==> src/rtl/heartbeat_detector.sv <==
// Heart-rate front end: synchronise and debounce the pulse comparator, detect beats, measure the
// beat-to-beat interval in ms and turn it into an 8-bit BPM value with a sequential divider.
// Latency: bpm updates 18 clk after an accepted beat; batimento rises 1 clk after the filtered edge.
// No backpressure: sensor_in is sampled every clk and the outputs are plain levels.
// Optional build macro HB_AVERAGE_EN: the divisor becomes a running average of up to 4 intervals.

module heartbeat_detector #(
  parameter int TICK_DIV      = 50000,  // clk cycles per 1 ms tick
  parameter int DEBOUNCE_MS   = 20,     // stable time before the filtered level follows
  parameter int REFRACTORY_MS = 250,    // shortest accepted beat interval
  parameter int TIMEOUT_MS    = 3000,   // interval at which the pulse is declared lost
  parameter int BEAT_HOLD_MS  = 50      // batimento high time per accepted beat
) (
  input  logic       clk,
  input  logic       rst,
  input  logic       sensor_in,
  output logic       batimento,
  output logic [7:0] bpm,
  output logic       bpm_valid,
  output logic       no_pulse
);

  localparam int PW = (TICK_DIV > 1) ? $clog2(TICK_DIV) : 1;
  localparam int DW = $clog2(DEBOUNCE_MS + 1);
  localparam int HW = $clog2(BEAT_HOLD_MS + 1);

  localparam logic [PW-1:0] C_TICK_LAST = PW'(TICK_DIV - 1);
  localparam logic [DW-1:0] C_DB_LAST   = DW'(DEBOUNCE_MS - 1);
  localparam logic [HW-1:0] C_HOLD      = HW'(BEAT_HOLD_MS);
  localparam logic [15:0]   C_REFR      = 16'(REFRACTORY_MS);
  localparam logic [15:0]   C_TIMEOUT   = 16'(TIMEOUT_MS);
  localparam logic [16:0]   C_DIVIDEND  = 17'd60000;  // ms per minute
  localparam logic [4:0]    C_STEPS_BPM = 5'd17;      // one quotient bit per clk over 17 bits

  typedef enum logic [1:0] {
    S_WAIT_FIRST = 2'd0,
    S_TRACK      = 2'd1,
    S_DIVIDE     = 2'd2
  } state_t;

  // ---------------------------------------------------------------------------------------------
  // Declarations
  // ---------------------------------------------------------------------------------------------
  logic          r_sync1, r_sync2;
  logic [PW-1:0] r_presc;
  logic          w_tick;
  logic [DW-1:0] r_db_cnt;
  logic          r_filt, r_filt_d;
  logic          w_beat;
  logic [15:0]   r_interval;
  logic [HW-1:0] r_hold;

  state_t        r_state, w_state_nxt;
  logic          w_refr_ok, w_at_timeout, w_div_last;
  logic          w_first, w_accept, w_timeout, w_div_done;

  logic [15:0]   r_rem;       // partial remainder, always below the divisor
  logic [17:0]   r_quo;       // dividend bits shift out of the top, quotient bits in at the bottom
  logic [15:0]   r_dvs;
  logic [4:0]    r_steps;     // quotient bits still to produce
  logic [16:0]   w_rem_sh;
  logic [15:0]   w_rem_sub;
  logic          w_ge;
  logic [16:0]   w_quo_res;

  logic [17:0]   w_ld_quo;
  logic [15:0]   w_ld_dvs;
  logic [4:0]    w_ld_steps;

  logic [7:0]    r_bpm;
  logic          r_bpm_valid;
  logic          r_no_pulse;

  // ---------------------------------------------------------------------------------------------
  // Input conditioning
  // ---------------------------------------------------------------------------------------------

  // two-flop synchroniser for the comparator output, which is asynchronous to clk
  always_ff @(posedge clk or posedge rst) begin
    if (rst) begin
      r_sync1 <= 1'b0;
      r_sync2 <= 1'b0;
    end else begin
      r_sync1 <= sensor_in;
      r_sync2 <= r_sync1;
    end
  end

  // 1 ms prescaler: counts 0..TICK_DIV-1 and the wrap cycle is the tick
  assign w_tick = (r_presc == C_TICK_LAST);

  always_ff @(posedge clk or posedge rst) begin
    if (rst) begin
      r_presc <= '0;
    end else if (w_tick) begin
      r_presc <= '0;
    end else begin
      r_presc <= r_presc + 1'b1;
    end
  end

  // debounce: the filtered level flips only after DEBOUNCE_MS ticks of a differing level;
  // any return to the filtered level restarts the count
  always_ff @(posedge clk or posedge rst) begin
    if (rst) begin
      r_db_cnt <= '0;
      r_filt   <= 1'b0;
      r_filt_d <= 1'b0;
    end else begin
      r_filt_d <= r_filt;
      if (r_sync2 == r_filt) begin
        r_db_cnt <= '0;
      end else if (w_tick) begin
        if (r_db_cnt == C_DB_LAST) begin
          r_filt   <= r_sync2;
          r_db_cnt <= '0;
        end else begin
          r_db_cnt <= r_db_cnt + 1'b1;
        end
      end
    end
  end

  // a beat is the one-clk rising edge of the filtered level
  assign w_beat = r_filt & ~r_filt_d;

  // ---------------------------------------------------------------------------------------------
  // Interval measurement and beat strobe
  // ---------------------------------------------------------------------------------------------

  // interval in ms since the last accepted beat, saturating at the timeout value
  always_ff @(posedge clk or posedge rst) begin
    if (rst) begin
      r_interval <= '0;
    end else if (w_first || w_accept) begin
      r_interval <= '0;
    end else if (w_tick && (r_interval < C_TIMEOUT)) begin
      r_interval <= r_interval + 1'b1;
    end
  end

  // batimento hold counter: reloads on every accepted beat, a timeout does not cut it short
  always_ff @(posedge clk or posedge rst) begin
    if (rst) begin
      r_hold <= '0;
    end else if (w_first || w_accept) begin
      r_hold <= C_HOLD;
    end else if (w_tick && (r_hold != '0)) begin
      r_hold <= r_hold - 1'b1;
    end
  end

  assign w_refr_ok    = (r_interval >= C_REFR);
  assign w_at_timeout = (r_interval >= C_TIMEOUT);

  // ---------------------------------------------------------------------------------------------
  // Beat tracking FSM
  // ---------------------------------------------------------------------------------------------

  // state register
  always_ff @(posedge clk or posedge rst) begin
    if (rst) begin
      r_state <= S_WAIT_FIRST;
    end else begin
      r_state <= w_state_nxt;
    end
  end

  // next-state logic; an accepted beat takes priority over a timeout in the same cycle
  always_comb begin
    w_state_nxt = r_state;
    case (r_state)
      S_WAIT_FIRST: begin
        if (w_beat) w_state_nxt = S_TRACK;
      end
      S_TRACK: begin
        if (w_beat && w_refr_ok) begin
          w_state_nxt = S_DIVIDE;
        end else if (w_at_timeout) begin
          w_state_nxt = S_WAIT_FIRST;
        end
      end
      S_DIVIDE: begin
        if (w_div_last) w_state_nxt = S_TRACK;
      end
      default: w_state_nxt = S_WAIT_FIRST;
    endcase
  end

  // FSM strobes driving the datapath; beats seen during DIVIDE are dropped
  always_comb begin
    w_first    = 1'b0;
    w_accept   = 1'b0;
    w_timeout  = 1'b0;
    w_div_done = 1'b0;
    case (r_state)
      S_WAIT_FIRST: begin
        w_first = w_beat;
      end
      S_TRACK: begin
        w_accept  = w_beat && w_refr_ok;
        w_timeout = !(w_beat && w_refr_ok) && w_at_timeout;
      end
      S_DIVIDE: begin
        w_div_done = w_div_last;
      end
      default: ;
    endcase
  end

  // ---------------------------------------------------------------------------------------------
  // Divisor selection
  // ---------------------------------------------------------------------------------------------
`ifdef HB_AVERAGE_EN
  // The three previous accepted intervals; together with the interval being latched they form
  // the 4-entry average window.
  logic [15:0] r_hist [0:2];
  logic [1:0]  r_hcnt;        // valid entries in r_hist
  logic [17:0] w_sum;
  logic        r_phase;       // 1 while the divider is producing sum / 3
  logic        w_ld_phase;

  // sum of the new interval and the history entries filled so far
  always_comb begin
    w_sum = {2'b00, r_interval};
    if (r_hcnt >= 2'd1) w_sum = w_sum + {2'b00, r_hist[0]};
    if (r_hcnt >= 2'd2) w_sum = w_sum + {2'b00, r_hist[1]};
    if (r_hcnt == 2'd3) w_sum = w_sum + {2'b00, r_hist[2]};
  end

  // interval history, cleared whenever the pulse train is lost
  always_ff @(posedge clk or posedge rst) begin
    if (rst) begin
      r_hist[0] <= '0;
      r_hist[1] <= '0;
      r_hist[2] <= '0;
      r_hcnt    <= '0;
    end else if (w_timeout) begin
      r_hist[0] <= '0;
      r_hist[1] <= '0;
      r_hist[2] <= '0;
      r_hcnt    <= '0;
    end else if (w_accept) begin
      r_hist[0] <= r_interval;
      r_hist[1] <= r_hist[0];
      r_hist[2] <= r_hist[1];
      if (r_hcnt != 2'd3) r_hcnt <= r_hcnt + 1'b1;
    end
  end

  // divider load values: powers of two are shifts, three entries need a pre-division by 3
  always_comb begin
    w_ld_quo   = {C_DIVIDEND, 1'b0};
    w_ld_dvs   = r_interval;
    w_ld_steps = C_STEPS_BPM;
    w_ld_phase = 1'b0;
    case (r_hcnt)
      2'd1: w_ld_dvs = w_sum[16:1];
      2'd2: begin
        w_ld_quo   = w_sum;
        w_ld_dvs   = 16'd3;
        w_ld_steps = 5'd18;
        w_ld_phase = 1'b1;
      end
      2'd3: w_ld_dvs = w_sum[17:2];
      default: ;
    endcase
  end

  assign w_div_last = (r_steps == 5'd0) && !r_phase;
`else
  // divisor is the latest interval; the 17-bit dividend sits left-aligned in the 18-bit register
  always_comb begin
    w_ld_quo   = {C_DIVIDEND, 1'b0};
    w_ld_dvs   = r_interval;
    w_ld_steps = C_STEPS_BPM;
  end

  assign w_div_last = (r_steps == 5'd0);
`endif

  // ---------------------------------------------------------------------------------------------
  // Restoring divider: one quotient bit per clk, plus a final write-back cycle
  // ---------------------------------------------------------------------------------------------
  assign w_rem_sh  = {r_rem, r_quo[17]};
  assign w_ge      = (w_rem_sh >= {1'b0, r_dvs});
  assign w_rem_sub = w_rem_sh[15:0] - r_dvs;   // exact whenever w_ge, result is below r_dvs
  assign w_quo_res = r_quo[16:0];

  // divider datapath; a reset mid-division simply drops the partial result
  always_ff @(posedge clk or posedge rst) begin
    if (rst) begin
      r_rem   <= '0;
      r_quo   <= '0;
      r_dvs   <= '0;
      r_steps <= '0;
`ifdef HB_AVERAGE_EN
      r_phase <= 1'b0;
`endif
    end else if (w_accept) begin
      r_rem   <= '0;
      r_quo   <= w_ld_quo;
      r_dvs   <= w_ld_dvs;
      r_steps <= w_ld_steps;
`ifdef HB_AVERAGE_EN
      r_phase <= w_ld_phase;
`endif
    end else if (r_state == S_DIVIDE) begin
      if (r_steps != 5'd0) begin
        r_rem   <= w_ge ? w_rem_sub : w_rem_sh[15:0];
        r_quo   <= {r_quo[16:0], w_ge};
        r_steps <= r_steps - 1'b1;
      end
`ifdef HB_AVERAGE_EN
      else if (r_phase) begin
        // sum / 3 becomes the divisor of the BPM division
        r_rem   <= '0;
        r_dvs   <= r_quo[15:0];
        r_quo   <= {C_DIVIDEND, 1'b0};
        r_steps <= C_STEPS_BPM;
        r_phase <= 1'b0;
      end
`endif
    end
  end

  // ---------------------------------------------------------------------------------------------
  // Output registers
  // ---------------------------------------------------------------------------------------------

  // bpm / status: cleared on timeout, saturating update when the division completes
  always_ff @(posedge clk or posedge rst) begin
    if (rst) begin
      r_bpm       <= '0;
      r_bpm_valid <= 1'b0;
      r_no_pulse  <= 1'b1;
    end else begin
      if (w_timeout) begin
        r_bpm       <= '0;
        r_bpm_valid <= 1'b0;
        r_no_pulse  <= 1'b1;
      end else if (w_first) begin
        r_no_pulse  <= 1'b0;
      end else if (w_div_done) begin
        r_bpm       <= (|w_quo_res[16:8]) ? 8'hFF : w_quo_res[7:0];
        r_bpm_valid <= 1'b1;
      end
    end
  end

  assign batimento = (r_hold != '0);
  assign bpm       = r_bpm;
  assign bpm_valid = r_bpm_valid;
  assign no_pulse  = r_no_pulse;

endmodule
==> config.mk <==
export PLATFORM = sky130hd
export DESIGN_NAME = heartbeat_detector
export DESIGN_NICKNAME = d
export VERILOG_FILES = /design/src/rtl/heartbeat_detector.sv
export SDC_FILE = /design/constraint.sdc
export NUM_CORES = 1
export LEC_CHECK = 0
export BUFFER_PORTS_ARGS = -buffer_cell sky130_fd_sc_hd__buf_2
export CORE_MARGIN = 2
export CORE_UTILIZATION = 35
export DETAILED_ROUTE_END_ITERATION = 10
export PLACE_DENSITY = 0.51
export SLEW_MARGIN = 20
export SYNTH_ARGS = -nofsm -noshare
export SYNTH_HDL_FRONTEND = slang
export SYNTH_SLANG_ARGS = --single-unit
==> constraint.sdc <==
create_clock -name clk -period 8.7 [get_ports clk]
set_input_delay 1.305 -clock clk [delete_from_list [all_inputs] [get_ports clk]]
set_output_delay 1.305 -clock clk [all_outputs]
set_load 0.05 [all_outputs]
---- After elaboration in Yosys (flattened, before gate mapping) ----
Index checks and enable logic that the tools add are counted.
word-level totals
  register bits after elaboration ......... 114
  output and inout bits ................... 11
  logic and storage cells ................. 96
operators by class
  $add $sub $neg .......................... 6
  $lt $le $gt $ge ......................... 4
  eq/ne operators ......................... 9
  muxes and demuxes ....................... 36
  bitwise logic cells ..................... 3
  reduce and logical (&&, ||, !) cells .... 22
operators by type and width
  kind                                                                 count
  2-to-1 mux 16 bit                                                    7
  2-to-1 mux 18 bit                                                    3
  adder 16 x 1 -> 16 bit, second input constant                        2
  2-to-1 mux 8 bit                                                     4
  2-to-1 mux 5 bit                                                     6
  greater-or-equal comparator 17 x 16 -> 1 bit                         1
  == test 16 bit, second input constant                                1
  greater-or-equal comparator 16 x 12 -> 1 bit, second input constant  1
  greater-or-equal comparator 16 x 8 -> 1 bit, second input constant   1
  < comparator 16 x 12 -> 1 bit, second input constant                 1
  subtractor 16 bit                                                    1
  nonzero test 2 bit                                                   7
  2-to-1 mux 6 bit                                                     2
  2-to-1 mux 1 bit                                                     9
  OR reduction 9 bit                                                   1
  2-to-1 mux 2 bit                                                     4
  case mux 2 bit (3 select lines)                                      1
  AND reduction 3 bit                                                  2
  nonzero test 6 bit                                                   1
  subtractor 6 x 1 -> 6 bit, second input constant                     1
  adder 5 x 1 -> 5 bit, second input constant                          1
  == test 5 bit, second input constant                                 1
  zero test 5 bit                                                      1
  nonzero test 5 bit                                                   1
  other kinds (14)                                                     20

---- Logic depth before layout (Yosys ltp) ----
Gate-level depths: netlist of the first run.
  depth in word-level cells ............... 8
  mapped depth ............................ 11
  depth with buffers taken out ............ 10

---- Least setup slack after synthesis of the first run ----
OpenSTA, ideal clock, no wires.
  path kind ............................... reg-to-output
  from .................................... register r_hold[0]
  to ...................................... output batimento
  data arrival time ....................... 1.246 ns
  path slack .............................. 6.149 ns
  stages on the path, launching flop included .. 6
  cell sequence ........................... dfrtp_1 > inv_1 > ha_1 > nand2b_1 > nor4_1 > inv_1
on the way
  word-level cells in the longest chain between the ends .. 1
ends and longest elaborated chain
  what                    line  RTL
  from (decl)             51    logic [HW-1:0] r_hold;
  from (signal assigned)  149   r_hold <= r_hold - 1'b1;
  nonzero test 6 bit      351   assign batimento = (r_hold != '0);
  to (decl)               17    output logic batimento,
Every way passes these cells.

---- Worst setup path in the final report of the first run ----
Ends and elaborated chain as after synthesis.

==> flow_metrics.tcl, run 1 <==
set metrics [dict create \
    grt_pass1_wl_um 20600 \
    yosysTopAreaCell "dfrtp_1" \
    final_cell_mix "dfrtp_1 (113), nand2_1 (51), nor2_1 (47)" \
    synthTopCellsByArea "dfrtp_1 (48%), ha_1 (4.9%), mux2_2 (3.5%)" \
    fp.dieH_um 133 \
    synth-main-ff-cell "dfrtp_1" \
    synth_top_cell_area_share 0.483 \
    setup_violations 0 \
    final_nets 615 \
    cts_buffer_depth 2 \
    io_pins 14 \
    crit_path_end_kind "primary output" \
    grt_use_total 0.146 \
    crit_fanout 3 \
    cts_root_buf "clkbuf_16" \
    internal_power_mw 1.01 \
    slew_headroom 0.382 \
    p_per_area_mw_per_mm2 187 \
    synth_nets 603 \
    antenna_found_initial 0 \
    worst_slew_pin_slew_ps 925 \
    final_area_mm2 0.00672 \
    cts.clk_slew.worst_paths_ps 50 \
    cts_made_buffers 17 \
    antenna_cells 0 \
    required_ps 7390 \
    final_hold_viol_count 0 \
    period_needed_ps 3190 \
    synth_top_family_by_area "simple AND/OR/NAND/NOR gates" \
    ctsHoldBuffers 0 \
    grt_max_degree 69 \
    dp_hpwl_um 8260 \
    ant_nets 0 \
    first_pass_iters 5 \
    synth_fa_ha_area_frac 0.0526 \
    rows 47 \
    drc 0 \
    worstSetupPathType "flip-flop to primary output" \
    async_flop_share 1.00 \
    arrival_ps 1890 \
    fp.dieW_um 133 \
    htree_levels 4 \
    area_growth_pct 14.9 \
    startpoint_type "flip-flop" \
    power_frac_comb 0.009 \
    ys.warnings.count 0 \
    synth_mux_area_frac 0.0586 \
    fmax_ghz 0.313 \
    vias 4130 \
    slowest_delay_ps 370 \
    drive_gt1_frac 0.125 \
    viasPerCell 5.05 \
    wire_per_inst_um 14.7 \
    layout_worst_path_cycle_share 0.367 \
    initial_core_util 0.355 \
    yosys.area_share.simple 0.183 \
    synth_xor_xnor_area_share 0.0614 \
    setup_tns_ps 0 \
    finalWeightedCongestion 0.834 \
    final_common_cell "dfrtp_1" \
    cts.sinks 114 \
    p_seq_frac 0.423 \
    synth_enable_flop_cells 0 \
    switching_share 0.192 \
    maxCapViolCount 0 \
    synth_compound_area_frac 0.121 \
    drt-initial-drc-count 279 \
    dpl_cell_area_mm2 0.00611 \
    p_leak_nw 3.20 \
    finClkSkew_ps 10.3 \
    grt_pass1_vias 4189 \
    coreArea_mm2 0.0165 \
    postCtsSetupRepairBufs 0 \
    avgSynthCellArea_um2 10.2 \
    cpMaxStageDelayCell "dfrtp_1" \
    worst_path_most_repeated_cell "inv_1" \
    grt_overflow 0 \
    yosysUniqueCellTypes 60 \
    seq_area_frac_synth 0.488 \
    p_clk_frac 0.567 \
    worstSkewPairLatency_ps 410 \
    path_cells "inv_1, ha_1, nand2b_1, nor4_1, inv_1, buf_2" \
    wl_um 12100 \
    port_buffers 13 \
    drv_slew 0 \
    netlist_area_mm2 0.00585 \
    syn_inst 576 \
    rsz0062_at_grt "false" \
    die_area_mm2 0.0178 \
    synth.ff_latch_count 114 \
    p_sw_mw 0.241 \
    cts_tree "yes" \
    ir_drop_uv 135 \
    cts_resized 0 \
    outcome "completed" \
    min-delay-path-class "flip-flop to flip-flop" \
]
==> per-stage QoR <==
stage | power, mW | setup slack, ps | cells | utilization | hold slack (ps)
after floorplan | 0.549 | 4380 | 576 | - | 331
after CTS | 1.27 | 5460 | 818 | 0.408 | 347
after detailed placement | 0.553 | 5590 | 789 | 0.371 | 335
after global placement | 0.553 | 5680 | 789 | 0.371 | 336
after global routing | 1.30 | 5300 | 818 | 0.408 | 365
final | 1.26 | 5510 | 818 | 0.408 | 345
==> cells by family after synthesis <==
kind of cell	count (synthesis)
AO/OA/AOI/OAI	108
XOR/XNOR	41
adder cells (fa/ha/maj)	24
buffers and inverters	51
flip-flops	114
multiplexers	32
AND/OR/NAND/NOR	206
==> sequential cells by signal, indices dropped and copies added (netlist names), 2 cells and up <==
| name | flops |
|---|---|
| r_steps | 5 |
| r_state | 2 |
| r_interval | 16 |
| r_dvs | 16 |
| r_presc | 16 |
| r_db_cnt | 5 |
| bpm | 8 |
| r_quo | 18 |
| r_rem | 16 |
| r_hold | 6 |
==> worst paths after layout <==
path | start | endpoint | slack [ps] | depth (start not counted)
worst min-delay path | r_sync1$_DFF_PP0_ | r_sync2$_DFF_PP0_ | 350 | 0
worst max-delay path | r_hold[0]$_DFFE_PP0P_ | batimento | 5510 | 6
worst min register to register | r_sync1$_DFF_PP0_ | r_sync2$_DFF_PP0_ | 350 | 0
worst max register to register | r_interval[0]$_DFFE_PP0P_ | r_quo[15]$_DFFE_PP0P_ | 5760 | 7
min in group asynchronous | rst | r_quo[14]$_DFFE_PP0P_ | 960 | 2
max in group asynchronous | rst | r_dvs[4]$_DFFE_PP0P_ | 6440 | 3
==> layer usage <==
| metal | share of wire | wire length, um | global-route usage |
|---|---|---|---|
| met3 | 0.030 | 362 | 0.0495 |
| met2 | 0.47 | 5700 | 0.233 |
| met4 | 0.011 | 128 | 0.0485 |
| met1 | 0.49 | 5870 | 0.188 |
| met5 | 0 | 0 | 0 |
==> layout make-up <==
cell class              instances  area (um2)
fillers                      1596        9750
flip-flops and latches        114        2850
multi-input cells             411        2790
clock buffers                  24         502
well taps                     220         275
inverters                      28         108
clock inverters                 5         100
repair buffers                 16        87.6
==> Yosys cell counts, drive strengths merged, types with 2 or more instances <==
library cell / number
nor4: 4
xnor2: 18
o22ai: 2
a22o: 9
nand2b: 5
or3: 4
and4bb: 2
and2: 5
nor3: 7
a211oi: 4
mux2i: 14
mux2: 18
nor2: 47
or4: 4
nor2b: 14
o21ai: 41
o21bai: 2
o221ai: 3
nor3b: 2
o22a: 7
buf: 11
o21a: 3
o311a: 3
nand4: 10
and4: 3
dfrtp: 113
and3: 7
nand2: 51
a2bb2oi: 2
a211o: 2
inv: 28
a21oi: 20
xor2: 23
nand3b: 3
clkbuf: 12
a31oi: 5
ha: 23
nand3: 32
==> power groups by stage <==
stage / Sequential (mW) / Clock (mW) / Combinational (mW)
after CTS: 0.532 / 0.730 / 0.0124
after detailed placement: 0.541 / 0 / 0.0124
after floorplan: 0.541 / 0 / 0.00807
after global routing: 0.531 / 0.755 / 0.0136
final: 0.532 / 0.713 / 0.0114
after global placement: 0.541 / 0 / 0.0122
==> critical path, delay by kind of cell (launching register included) <==
| kind | cells | cell delay [ps] |
|---|---|---|
| DFF | 1 | 370 |
| and+or+nand+nor | 2 | 450 |
| buffers and inverters | 3 | 480 |
| adders and majority gates | 1 | 170 |
Note: power is estimated with default switching activity, not from simulation.
==> inputs of run 2 (changes only) <==
Settings changed: PLACE_DENSITY 0.51 to 0.52.
Clock period 8.7 ns to 2.9 ns, I/O delays scaled along.
==> run 2 against run 1 <==
  * Non-clock buffer count up 12
  * Routed wire length down 2.1%
  * Global-route usage down 0.23 points
  * Final cell count up 1.6%
  * Die area unchanged
==> flow_metrics.tcl, run 2 (synthesis results as in run 1) <==
set metrics [dict create \
    layout_worst_path_cycle_share 0.885 \
    slowest_delay_ps 380 \
    ant_nets 0 \
    worstSkewPairLatency_ps 410 \
    port_buffers 13 \
    p_leak_nw 3.24 \
    fmax_ghz 0.390 \
    slew_headroom 0.444 \
    cts_resized 0 \
    antenna_cells 0 \
    largest_register_ffs 18 \
    critPathBufInv 1 \
    path_cells "inv_1, ha_1, nor2b_1, o311a_1, o311a_1, o21ai_1, nor2b_1, mux2i_1, o21ai_0" \
    grt_overflow 0 \
    final_nets 627 \
    totalPowerFinal_mw 3.69 \
    fp.dieH_um 133 \
    ctsHoldBuffers 0 \
    final_hold_viol_count 0 \
    wire_per_inst_um 14.2 \
    cts_made_buffers 17 \
    cts_root_buf "clkbuf_16" \
    finalWeightedCongestion 0.823 \
    grt_pass1_vias 4196 \
    htree_levels 4 \
    cpMaxStageDelayCell "dfrtp_1" \
    viasPerCell 5.05 \
    initial_core_util 0.355 \
    grt_pass1_wl_um 20300 \
    maxCapViolCount 0 \
    finClkSkew_ps 7.24 \
    regMostFlops "r_quo" \
    drv_slew 0 \
    drc 0 \
    worst_slew_pin_slew_ps 831 \
    rsz0062_at_grt "false" \
    die_area_mm2 0.0178 \
    crit_path_end_kind "flip-flop" \
    antenna_found_initial 0 \
    crit_fanout 4 \
    vias 4197 \
    min-delay-path-class "input pin to async pin" \
    setup_tns_ps 0 \
    io_pins 14 \
    grt_max_degree 47 \
    cts.clk_slew.worst_paths_ps 50 \
    postCtsSetupRepairBufs 0 \
    area_growth_pct 16.6 \
    dp_hpwl_um 8480 \
    cpLargestDelayFamily "compound AO/OA/AOI/OAI gates" \
    drt-initial-drc-count 207 \
    fillers 1619 \
    rows 47 \
    final_common_cell "dfrtp_1" \
    drive_gt1_frac 0.144 \
    required_ps 3180 \
    startpoint_type "flip-flop" \
    wl_um 11800 \
    cts_tree "yes" \
    p_per_area_mw_per_mm2 542 \
    arrival_ps 2840 \
    timing.hold.ws_ps 132 \
    cts.sinks 114 \
    cts_buffer_depth 2 \
    fp.dieW_um 133 \
    grt_use_total 0.144 \
    outcome "completed" \
    final_util 0.414 \
    first_pass_iters 4 \
    post-place-ws_ps 261 \
    ir_drop_uv 426 \
    coreArea_mm2 0.0165 \
    worstSetupPathType "flip-flop to flip-flop" \
    setup_violations 0 \
    setup_ws_ps 333 \
    period_needed_ps 2570 \
    final_cell_mix "dfrtp_1 (113), nand2_1 (51), nor2_1 (47)" \
]
[run 2: cell type report]
class	instances	area, um2	share of cell area
Clock buffer	20	447	0.0655
Clock inverter	10	136	0.0200
Inverter	28	109	0.0160
Multi-Input combinational cell	411	2790	0.410
Sequential cell	114	2850	0.419
Tap cell	220	275	0.0404
Timing Repair Buffer	28	203	0.0297
[run 2: worst paths after layout]
check,start,end,slack (ps),depth (start not counted)
setup / recovery,r_dvs[1]$_DFFE_PP0P_,r_rem[15]$_DFFE_PP0P_,330,9
hold / removal,rst,r_quo[8]$_DFFE_PP0P_,130,2
setup reg to reg,r_dvs[1]$_DFFE_PP0P_,r_rem[15]$_DFFE_PP0P_,330,9
hold reg to reg,r_sync1$_DFF_PP0_,r_sync2$_DFF_PP0_,360,0
max in group asynchronous,rst,no_pulse$_DFFE_PP1P_,2090,3
min in group clk,sensor_in,r_sync1$_DFF_PP0_,140,1
[run 2: report_power, final]
part | total [mW] | internal, mW | switching, mW
Clock | 2.06 | 1.36 | 0.701
Combinational | 0.0399 | 0.00721 | 0.0327
Sequential | 1.59 | 1.59 | 0.000616
Total | 3.69 | 2.96 | 0.734
[run 2: through the flow]
step	instances	cell area (um2)
2_1_floorplan	576	5850
3_3_place_gp	801	6230
3_5_place_dp	801	6230
4_1_cts	831	6810
5_1_grt	831	6820
6_report	831	6820
[run 2: per-layer routing]
metal / share of wire / vias to the layer above / GRT usage
li1: - / 2092 / -
met1: 0.49 / 2043 / 0.188
met2: 0.46 / 46 / 0.227
met3: 0.033 / 16 / 0.0430
met4: 0.015 / 0 / 0.0526
met5: 0 / - / 0
==> inputs of run 3 (changes only) <==
Settings changed: PLACE_DENSITY 0.52 to 0.51, TNS_END_PERCENT set to 30.
Clock period 2.9 ns to 2.5 ns, I/O delays scaled along.
==> run 3 against run 2 <==
  * Critical path depth increased by 1
  * Flip-flop and latch count unchanged
  * Via count increased by 2.5%
  * Total power increased by 19%
  * Worst setup slack got worse by 280 ps
  * Non-clock buffer count increased by 21
  * Maximum frequency increased by 4.9%
  * Register-to-register slack got worse by 280 ps
  * Clock power increased by 20%
  * Largest power group unchanged
==> flow_metrics.tcl, run 3 (synthesis results as in run 1) <==
set metrics [dict create \
    htree_levels 4 \
    p_seq_frac 0.422 \
    p_sw_mw 0.904 \
    slowest_delay_ps 410 \
    cpLargestDelayFamily "compound AO/OA/AOI/OAI gates" \
    required_ps 2770 \
    ir_drop_uv 458 \
    arrival_ps 2720 \
    cts.sinks 114 \
    slew_headroom 0.560 \
    crit_cells 10 \
    rsz0062_at_grt "true" \
    final_nets 648 \
    startpoint_type "flip-flop" \
    cts.clk_slew.worst_paths_ps 60 \
    dp_hpwl_um 8690 \
    antenna_cells 0 \
    vias 4300 \
    worst_slew_pin_slew_ps 658 \
    drc 0 \
    grt_max_degree 55 \
    antenna_found_initial 0 \
    cts_root_buf "clkbuf_16" \
    wire_per_inst_um 14.4 \
    largest_register_ffs 18 \
    drv_slew 0 \
    ant_nets 0 \
    crit_path_end_kind "flip-flop" \
    switching_share 0.206 \
    finalWeightedCongestion 0.797 \
    worstSetupPathType "flip-flop to flip-flop" \
    critPathBufInv 1 \
    viasPerCell 5.04 \
    grt_use_total 0.149 \
    coreArea_mm2 0.0165 \
    grt_overflow 0 \
    fmax_ghz 0.409 \
    drive_gt1_frac 0.186 \
    power_frac_comb 0.011 \
    rr_worst_depth 10 \
    met1_usage 0.190 \
    cpMaxStageDelayCell "fa_1" \
    cts_tree "yes" \
    p_per_area_mw_per_mm2 619 \
    totalPowerFinal_mw 4.38 \
    p_clk_frac 0.567 \
    outcome "completed" \
    fp.dieW_um 133 \
    first_pass_iters 4 \
    final_cell_mix "dfrtp_1 (113), nand2_1 (51), nor2_1 (47)" \
    layout_worst_path_cycle_share 0.979 \
    timing.hold.ws_ps 51.0 \
    p_leak_nw 3.38 \
    die_area_mm2 0.0178 \
    use_met2 0.245 \
    worstSkewPairLatency_ps 410 \
    final_common_cell "dfrtp_1" \
    path_cells "inv_1, ha_1, fa_1, nor2b_1, o21ai_1, o21bai_1, a311o_1, a21oi_1, xor2_1, o221ai_1" \
    fillers 1601 \
    grt_pass1_wl_um 21300 \
    use_met3 0.0445 \
    wl_um 12300 \
    setup_violations 0 \
    initial_core_util 0.355 \
    period_needed_ps 2450 \
    internal_power_mw 3.48 \
    maxCapViolCount 0 \
    crit_fanout 4 \
    regMostFlops "r_quo" \
    rows 47 \
    port_buffers 13 \
    cts_made_buffers 17 \
    io_pins 14 \
    grt_pass1_vias 4366 \
    fp.dieH_um 133 \
    drt-initial-drc-count 198 \
    cts_buffer_depth 2 \
    final_hold_viol_count 0 \
    area_growth_pct 21.0 \
    grt_busiest_layer "met2" \
    finClkSkew_ps 11.0 \
    min-delay-path-class "input pin to async pin" \
]
==> run 3: changes by cell type in the layout (fill, tap and decap cells not counted), sizes merged <==
cell      delta
buf         +21
clkinvlp     +1
inv          +1
==> run 3: final cells by class <==
class                           count  area [um2]  share of cell area
Sequential cell                   114        2850               0.403
Timing Repair Buffer               49         393              0.0555
Clock inverter                     12         156              0.0221
Multi-Input combinational cell    411        2830               0.400
Tap cell                          220         275              0.0389
Inverter                           28         109              0.0154
Clock buffer                       20         457              0.0645
==> run 3: per-stage QoR <==
step,area [um2],utilization,TNS (ps),cells,setup WS [ps]
after CTS,7010,0.426,0,852,38.7
after global routing,7080,0.430,-173,854,-43.9
after global placement,6390,0.388,0,820,47.7
after detailed placement,6390,0.388,0,820,20.9
final,7080,0.430,0,854,53.2
after floorplan,5850,-,0,576,148
==> run 3: worst paths after layout <==
kind | from | end | slack, ps
worst max-delay path | r_quo[17]$_DFFE_PP0P_ | r_rem[14]$_DFFE_PP0P_ | 50
worst min-delay path | rst | bpm[6]$_DFFE_PP0P_ | 50
worst max register to register | r_quo[17]$_DFFE_PP0P_ | r_rem[14]$_DFFE_PP0P_ | 50
worst min register to register | r_sync1$_DFF_PP0_ | r_sync2$_DFF_PP0_ | 360
max in group asynchronous | rst | no_pulse$_DFFE_PP1P_ | 1720
min in group clk | sensor_in | r_sync1$_DFF_PP0_ | 80
==> run 3: repair_timing <==
item | CTS | global route
pin swaps | 0 | 4
gates resized for setup | 1 | 12
setup buffers | 0 | 2
endpoints found under the setup margin | 1 | 25
hold buffers | 0 | 0
==> run 3: routing by layer <==
metal,vias to the layer above,part of all wire
met5,-,0
met4,0,0.014
met3,13,0.033
met2,50,0.47
met1,2110,0.48
li1,2127,-
==> run 3: power groups by stage <==
stage | Clock (mW) | Combinational (mW) | Sequential (mW)
after floorplan | 0 | 0.0285 | 1.88
after global placement | 0 | 0.0502 | 1.88
after detailed placement | 0 | 0.0510 | 1.88
after CTS | 2.55 | 0.0510 | 1.85
after global routing | 2.62 | 0.0556 | 1.85
final | 2.48 | 0.0470 | 1.85
